## src/rtl/udp_header_tx.sv

```systemverilog
// udp_header_tx: prepends an 8-byte UDP header (checksum left at zero) to a
// byte-serial payload pulled from an FWFT FIFO, throttled by tx_ready.
module udp_header_tx #(
  parameter int unsigned MAX_PAYLOAD = 1472
) (
  input  logic        clock,
  input  logic        sclr,
  input  logic        start,
  input  logic [15:0] payload_len,
  input  logic [15:0] BOARD_PORT,
  input  logic [15:0] PC_PORT,
  output logic        busy,
  output logic        err,
  input  logic [7:0]  pl_data,
  input  logic        pl_valid,
  output logic        pl_rd,
  input  logic        tx_ready,
  output logic [7:0]  dataout,
  output logic        dataen,
  output logic        eop,
  output logic        done
);

  localparam logic [15:0] MAX_LEN = 16'(MAX_PAYLOAD);

  typedef enum logic [1:0] {
    IDLE,
    HDR,
    PAY
  } state_t;

  state_t      state_q, state_d;
  logic [2:0]  idx_q, idx_d;
  logic [15:0] rem_q, rem_d;
  logic [15:0] len_q, len_d;
  logic [15:0] src_q, src_d;
  logic [15:0] dst_q, dst_d;
  logic [15:0] udp_len_q, udp_len_d;
  logic [7:0]  dataout_q, dataout_d;
  logic        dataen_q, dataen_d;
  logic        eop_q, eop_d;
  logic        done_q, done_d;
  logic        err_q, err_d;
  logic [7:0]  hdr_byte;

  // Header byte selected by the current index, MSB of each field first.
  always_comb begin
    hdr_byte = '0;
    case (idx_q)
      3'd0:    hdr_byte = src_q[15:8];
      3'd1:    hdr_byte = src_q[7:0];
      3'd2:    hdr_byte = dst_q[15:8];
      3'd3:    hdr_byte = dst_q[7:0];
      3'd4:    hdr_byte = udp_len_q[15:8];
      3'd5:    hdr_byte = udp_len_q[7:0];
      default: hdr_byte = '0;
    endcase
  end

  // Next-state, datapath and pop strobe.
  always_comb begin
    state_d   = state_q;
    idx_d     = idx_q;
    rem_d     = rem_q;
    len_d     = len_q;
    src_d     = src_q;
    dst_d     = dst_q;
    udp_len_d = udp_len_q;
    dataout_d = dataout_q;
    dataen_d  = 1'b0;
    eop_d     = 1'b0;
    err_d     = 1'b0;
    done_d    = eop_q;
    pl_rd     = 1'b0;

    case (state_q)
      IDLE: begin
        if (start) begin
          if (payload_len > MAX_LEN) begin
            err_d = 1'b1;
          end else begin
            len_d     = payload_len;
            src_d     = BOARD_PORT;
            dst_d     = PC_PORT;
            udp_len_d = payload_len + 16'd8;
            idx_d     = '0;
            state_d   = HDR;
          end
        end
      end
      HDR: begin
        if (tx_ready) begin
          dataen_d  = 1'b1;
          dataout_d = hdr_byte;
          idx_d     = idx_q + 3'd1;
          if (idx_q == 3'd7) begin
            rem_d = len_q;
            if (len_q == '0) begin
              eop_d   = 1'b1;
              state_d = IDLE;
            end else begin
              state_d = PAY;
            end
          end
        end
      end
      PAY: begin
        if (tx_ready && pl_valid) begin
          // Pop is suppressed under sclr so an aborted frame leaves the FIFO intact.
          pl_rd     = ~sclr;
          dataen_d  = 1'b1;
          dataout_d = pl_data;
          rem_d     = rem_q - 16'd1;
          if (rem_q == 16'd1) begin
            eop_d   = 1'b1;
            state_d = IDLE;
          end
        end
      end
      default: state_d = IDLE;
    endcase
  end

  // State and output registers with synchronous reset.
  always_ff @(posedge clock) begin
    if (sclr) begin
      state_q   <= IDLE;
      idx_q     <= '0;
      rem_q     <= '0;
      len_q     <= '0;
      src_q     <= '0;
      dst_q     <= '0;
      udp_len_q <= '0;
      dataout_q <= '0;
      dataen_q  <= 1'b0;
      eop_q     <= 1'b0;
      done_q    <= 1'b0;
      err_q     <= 1'b0;
    end else begin
      state_q   <= state_d;
      idx_q     <= idx_d;
      rem_q     <= rem_d;
      len_q     <= len_d;
      src_q     <= src_d;
      dst_q     <= dst_d;
      udp_len_q <= udp_len_d;
      dataout_q <= dataout_d;
      dataen_q  <= dataen_d;
      eop_q     <= eop_d;
      done_q    <= done_d;
      err_q     <= err_d;
    end
  end

  // busy spans the eop cycle too, so it falls together with done.
  assign busy    = (state_q != IDLE) || eop_q;
  assign err     = err_q;
  assign dataout = dataout_q;
  assign dataen  = dataen_q;
  assign eop     = eop_q;
  assign done    = done_q;

endmodule

```

## config.mk

```make
export PLATFORM = sky130hd
export DESIGN_NAME = udp_header_tx
export DESIGN_NICKNAME = d
export VERILOG_FILES = /design/src/rtl/udp_header_tx.sv
export SDC_FILE = /design/constraint.sdc
export NUM_CORES = 1
export LEC_CHECK = 0
export ABC_CLOCK_PERIOD_IN_PS = 3800
export BUFFER_PORTS_ARGS = -buffer_cell sky130_fd_sc_hd__buf_2
export CAP_MARGIN = 20
export CORE_MARGIN = 10
export CORE_UTILIZATION = 54
export CTS_BUF_LIST = sky130_fd_sc_hd__clkbuf_2
export CTS_CLUSTER_DIAMETER = 40
export DETAILED_ROUTE_END_ITERATION = 16
export GPL_ROUTABILITY_DRIVEN = 0
export PLACE_DENSITY = 0.79
export SLEW_MARGIN = 15
export SYNTH_ARGS = -nofsm -noshare
export SYNTH_HDL_FRONTEND = slang
export SYNTH_SLANG_ARGS = --single-unit
```

## constraint.sdc

```tcl
create_clock -name clock -period 3.8 [get_ports clock]
set_input_delay 0.19 -clock clock [delete_from_list [all_inputs] [get_ports clock]]
set_output_delay 0.19 -clock clock [all_outputs]
set_load 0.005 [all_outputs]
```

; ---- Word-level counts from Yosys, hierarchy flattened
; Cells that the tools add are included.
; W data, S select, Z words.
[word_totals]
ff_bits = 97
in_bits = 61
wordCells = 81
[classes]
n_addsub = 3
n_lt_le_gt_ge = 1
n_eq_ne = 15
n_mux = 32
bitwise = 4
n_reduce_logical = 14
[op_table]
columns = op, count
row1 = $mux W16, 3
row2 = $pmux W8 S6, 1
row3 = $pmux W16 S2, 1
row4 = $add A16 B4 Y16 const B, 1
row5 = $eq A16 B1 Y1 const B, 1
row6 = $gt A16 B11 Y1 const B, 1
row7 = $logic_not A16 Y1, 1
row8 = $mux W8, 2
row9 = $pmux W8 S2, 1
row10 = $sub A16 B1 Y16 const B, 1
row11 = $mux W2, 7
row12 = $ne A2 B2 Y1 const B, 6
row13 = $mux W1, 10
row14 = $eq A3 B3 Y1 const B, 3
row15 = $mux W3, 3
row16 = $reduce_and A4 Y1, 2
row17 = $eq A3 B2 Y1 const B, 2
row18 = $pmux W2 S3, 1
row19 = $pmux W3 S2, 1
row20 = $reduce_and A3 Y1, 2
row21 = $reduce_and A6 Y1, 1
row22 = $reduce_bool A2 Y1, 3
row23 = $not A1 Y1, 4
row24 = $pmux W1 S2, 2
row25 = 9 further kinds, 9

; ---- Longest topological paths before layout
; Gate-level depths: netlist of the first run.
[logic_depth]
word_depth = 5
ltp_mapped = 9

; ---- Least setup slack after synthesis of the first run
; OpenSTA, ideal clock, no wires.
[synth_path]
path_kind = register -> register
start = register rem_q[0]
end = register rem_q[14]
setup_time_ns = 0.132
arrival_time_ns = 1.620
required_time_ns = 3.668
setup_slack_ns = 2.048
path_stages_with_launch = 8
n_path_buf = 0
cell_sequence = dfxtp_1 > inv_1 > ha_1 > nor3b_1 > nand4_1 > o31a_1 > o21ai_0 > a21oi_1
[synth_between]
elab_chain_len = 3
[synth_rtl]
columns = element, line_no
row1 = start: declaration, 34  ; logic [15:0] rem_q, rem_d;
row2 = start signal: assignment, 142  ; rem_q <= rem_d;
row3 = $sub A16 B1 Y16, 113  ; rem_d = rem_q - 16'd1;
row4 = $mux W16, 108  ; if (tx_ready && pl_valid) begin
row5 = $pmux W16 S2, 76  ; case (state_q)
; No other way between the ends. The select of a mux whose other input is x is not followed.
; A chain may end at the register's enable or synchronous reset.

; ---- Worst setup path after layout of the first run
[layout_path]
start = register state_q[0]
end = register rem_q[14]
[layout_between]
elab_chain_len = 3
elab_cells_between_ends = 8
cone_classes = eq/ne (5) / mux (1) / reduce/logical (2)
[layout_rtl]
columns = element, line_no
row1 = start: declaration, 32  ; state_t state_q, state_d;
row2 = start signal: assignment, 140  ; state_q <= state_d;
row3 = $eq A2 B2 Y1 or $eq A2 B1 Y1 (tied branches), 76
row4 = $ne A2 B2 Y1 (no source line) or $reduce_bool A2 Y1 (tied branches), -
row5 = $reduce_and A4 Y1 (no source line), -
; Parallel ways exist; a longest one is shown, timed or not.

==> run summary, run 1 <==
initial antenna violation count = 2
Arrival @ worst endpoint = 3.16 ns
critical path's top delay family = adder cells
Congestion Overflow GR = 0
Relative slew margins = 39.4%
Critical Path, Cell by Cell = inv_1, ha_1, inv_1, or3_1, o32ai_1, nand2_1, a21oi_1
IO Pins = 75
Area Growth Syn to Fin = 21.8%
GRT Overall Usage = 19.9%
vias = 4574
Synth cell types = 60
IO Port Bufs = 74
Max clock buf depth = 2
leak pwr = 2.07 nW
clock slew at reported path FFs = 0.32 ns
Worst Path Required = 4.31 ns
switch share = 28.4%
Yosys Warn Count = 0
Die W = 111 um
Worst Setup End Kind = flip-flop
Initial Util = 55.1%
Mean Syn Cell Area = 8.09 um2
flops & latches, synth = 94
Seq pwr share = 60.3%
ranking of synthesized cells by area = dfxtp_1 42%, nand2_1 10%, a21oi_1 8.8%
RSZ-0062 raised after global routing = false
Syn Nets = 630
hold wc startpoint = sclr
Clock Power Share = 31.3%
maximum VDD drop = 0.000189 V
Detail Route Antenna Nets = 0
Int Pwr = 1.19 mW
clk sinks = 94
DR WL/cell = 16.8 um
H-Tree Depth = 3
TritonCTS clock tree = yes
type of origin of the critical path = flip-flop
first-pass GRT wire length = 21200 um
Crit path largest cell delay = 0.71 ns
status = completed
sequential fraction of the synthesis area = 41.8%
Max Fanout on Critical Path = 26
Post-synth EDFFs = 0
Final Hold Vio Count = 0
clock root buffer = clkbuf_2
Reg-to-Reg Start = state_q[0]
Power Density = 302 nW/um2
Crit Path Class = reg2reg
layout cells sized above 1 = 15.9%
Top FF cell, synth = dfxtp_1
Final Skew = 0.0627 ns
fmax = 378 MHz
final number of max-transition violations = 0
Synth area leader = dfxtp_1
cell area after placement = 4820 um2
Worst path slowest cell = ha_1
Num CTS Buffers = 9
Final Routed Wirelength = 12900 um
hold path depth = 4
# Post-CTS Setup Buffers = 0
Die H = 111 um
Hold-fix buffers, CTS = 52
DR pass1 iterations = 6
count leader, synth = nand2_1
vias per cell = 5.95
R2R depth = 7
R2R Setup Slk = 1.16 ns
Synth top area share = 41.8%
worst hold slack = 0.0881 ns
initial DRC count = 610
fin crit period = 2.64 ns
Rows = 33
WP depth = 7
NumNets Final = 730
Post-synth top cells = 120 x nand2_1, 94 x dfxtp_1, 79 x a21oi_1
net switching power = 0.471 mW
vias in the first global route = 4370
max cap viols = 0
post-CTS sizing = 0
post-route cell area = 5490 um2
setup TNS = 0 ns
Clk Latency, worst-skew pair = 0.60 ns
Slew @ Worst Pin = 0.907 ns
synthesized instance count = 557
DRC Markers = 0
largest net degree at the start of global routing = 84
# setup viols final = 0
Die ar. = 12400 um2
Critical path buffers and inverters = 2
worst min path class = in2reg
asr flop ratio synth = 0%
HPWL Detailed = 8330 um
Post-Syn Area = 4500 um2
Core ar. = 8180 um2
Final Cycle Share = 69.6%
most used cell, CP = inv_1
Logic pwr share = 8.4%
Setup crit start = state_q[0]
power by group through the flow:
| stage | logic (mW) | clock network, mW | registers (mW) |
|---|---|---|---|
| floorplan | 0.0436 | 0 | 1.01 |
| global placement | 0.0898 | 0 | 1.01 |
| detailed placement | 0.0918 | 0 | 1.01 |
| CTS | 0.133 | 0.521 | 0.998 |
| global route | 0.150 | 0.565 | 1.00 |
| finish | 0.139 | 0.519 | 0.998 |
tightest hold or removal path, delay by kind of cell:
kind,cells,cell delay [ns]
and+or+nand+nor,1,0.14
buffers and inverters,2,0.29
muxes,1,0.06
kinds of logic after synthesis:
family                   synth area share [%]
AO/OA/AOI/OAI                            22.9
XOR/XNOR                                0.972
adder cells (fa/ha/maj)                  3.33
buffers and inverters                    6.50
flip-flops                               41.8
multiplexers                             1.14
AND/OR/NAND/NOR                          23.3
state kept, by name (all words and copies together) (netlist names), 2 cells and up:
signal	flops
dst_q	16
len_q	16
rem_q	16
src_q	16
udp_len_q	13
dataout	8
idx_q	3
state_q	2
final timing paths:
| path | end |
|---|---|
| worst max-delay path | rem_q[14] |
| worst min-delay path | idx_q[1] |
| worst max register to register | rem_q[14] |
| worst min register to register | src_q[1] |
routing by layer:
layer	wire (um)	vias to the layer above	global-route usage (%)
met1	5610	2146	25.6
met4	340	0	8.40
li1	-	2183	-
met3	1020	33	4.24
met5	0	-	0
met2	5950	212	31.7
metrics by stage:
step / std cells / worst slack [ns] / power [mW] / utilization, %
floorplan: 557 / 2.05 / 1.06 / -
global placement: 698 / 1.34 / 1.10 / 58.9
detailed placement: 698 / 1.26 / 1.11 / 58.9
CTS: 766 / 1.22 / 1.65 / 66.9
global route: 769 / 0.922 / 1.71 / 67.1
finish: 769 / 1.16 / 1.66 / 67.1
cell usage in the layout, fill, tap and decap left out, drive strengths merged, types with 10 or more instances in the layout:
cell type and count:
a211oi 11, a21oi 80, buf 78, dfxtp 94, dlygate4sd3 53, ha 12, inv 24, nand2 120
nand3 10, nor2 30, nor3 10, o21ai 15
area by class of cell:
type	instances	area (um2)
sequential	94	1880
inverter	20	75.1
clock buffer	9	45.0
clock inverter	7	86.3
fill	675	2690
tap	105	131
antenna	2	5.00
timing repair buffer	131	931
multi-input combinational	401	2330
(Power assumes the default switching activity.)
==> run 2, diff against run 1 <==
ABC_CLOCK_PERIOD_IN_PS = 2600   (was 3800)
clock period = 2.6 ns   (was 3.8 ns; I/O delays follow)
==> run summary, run 2 (same netlist as run 1, synthesis figures left out) <==
Hold-fix buffers, CTS = 53
largest net degree at the start of global routing = 61
IO Port Bufs = 74
Max Fanout on Critical Path = 51
initial DRC count = 458
Relative slew margins = 61.9%
worst min path class = in2reg
final number of max-transition violations = 0
Initial Util = 55.1%
Crit Path Class = reg2reg
fin crit period = 2.17 ns
Area Growth Syn to Fin = 22.8%
R2R depth = 7
Worst Setup End Kind = flip-flop
number of diodes = 0
clock slew at reported path FFs = 0.27 ns
Slew @ Worst Pin = 0.571 ns
R2R Setup Slk = 0.43 ns
Worst Path Required = 3.08 ns
Max clock buf depth = 2
# Post-CTS Setup Buffers = 0
IO Pins = 75
first-pass GRT wire length = 21500 um
Congestion Overflow GR = 0
Final Hold Vio Count = 0
# setup viols final = 0
DR pass1 iterations = 7
status = completed
Core ar. = 8180 um2
initial antenna violation count = 0
Power Density = 433 nW/um2
Die W = 111 um
Arrival @ worst endpoint = 2.64 ns
DRC Markers = 0
vias per cell = 5.90
vias in the first global route = 4298
Setup WS post-layout = 0.434 ns
NumNets Final = 737
setup TNS = 0 ns
Final Skew = 0.0415 ns
Die ar. = 12400 um2
clock root buffer = clkbuf_2
post-CTS sizing = 0
layout cells sized above 1 = 16.6%
RSZ-0062 raised after global routing = false
Tot Pwr = 2.40 mW
type of origin of the critical path = flip-flop
reg-to-reg endpoint = src_q[13]
TritonCTS clock tree = yes
clk sinks = 94
maximum VDD drop = 0.000345 V
GRT Overall Usage = 20.3%
leak pwr = 2.10 nW
Setup crit start = state_q[0]
Clk Latency, worst-skew pair = 0.55 ns
# fillers = 668
Final Cycle Share = 83.3%
Rows = 33
Detail Route Antenna Nets = 0
commonest non-fill, non-tap cell in the layout = nand2_1
DR WL/cell = 16.9 um
max cap viols = 0
HPWL Detailed = 8640 um
Reg-to-Reg Start = state_q[0]
Num CTS Buffers = 9
Die H = 111 um
commonest non-fill, non-tap cells in the layout = 120 x nand2_1, 94 x dfxtp_1, 79 x a21oi_1, 74 x buf_2, 53 x dlygate4sd3_1
vias = 4564
H-Tree Depth = 3
Final Routed Wirelength = 13100 um
dpl ws = 0.508 ns
fmax = 462 MHz
Critical Path Sink = src_q[13]
==> run 2: through the flow <==
stage                     util (%)  hold slack, ns  instance area (um2)  instances
after detailed placement      59.7           0.377                 4880        705
final                         67.7          0.0597                 5530        774
after CTS                     67.7          0.0299                 5530        774
after global placement        59.7           0.372                 4880        705
after global routing          67.7          0.0385                 5530        774
after floorplan                  -           0.266                 4500        557
==> run 2: where the power goes <==
part	switching, mW	total, mW	internal (mW)
Clock	0.502	0.734	0.232
Sequential	0.00447	1.46	1.45
Combinational	0.0979	0.206	0.108
Total	0.604	2.40	1.79
==> run 2: how the worst min path moves through the flow <==
stage	from	to	slack [ns]	depth (start not counted)
4_1_cts	sclr	rem_q[7]	0.03	2
2_1_floorplan	PC_PORT[0]	dst_q[0]	0.27	2
3_3_place_gp	BOARD_PORT[15]	src_q[15]	0.37	3
3_5_place_dp	BOARD_PORT[3]	src_q[3]	0.38	3
5_1_grt	pl_valid	dataen	0.04	3
6_report	sclr	rem_q[7]	0.06	2
==> run 2: area by class of cell <==
class | count | area (um2) | share of cell area (%)
multi-input combinational | 401 | 2330 | 42.1
sequential | 94 | 1880 | 34.0
timing repair buffer | 138 | 996 | 18.0
tap | 105 | 131 | 2.38
inverter | 20 | 75.1 | 1.36
clock inverter | 6 | 67.6 | 1.22
clock buffer | 10 | 50.0 | 0.905
==> run 2: layer usage <==
metal / GRT usage, % / part of all wire [%]
met3: 4.72 / 8.5
met1: 26.6 / 43
met5: 0 / 0
met2: 32.2 / 47
met4: 6.68 / 1.7
==> run 2: worst max-delay path, cell delays in order (launching register included) <==
cell	delay [ns]
dfxtp_1	0.39
inv_1	0.09
ha_1	0.34
nand2_1	0.21
or3_1	0.48
buf_4	0.31
nand2_1	0.16
a21oi_1	0.10
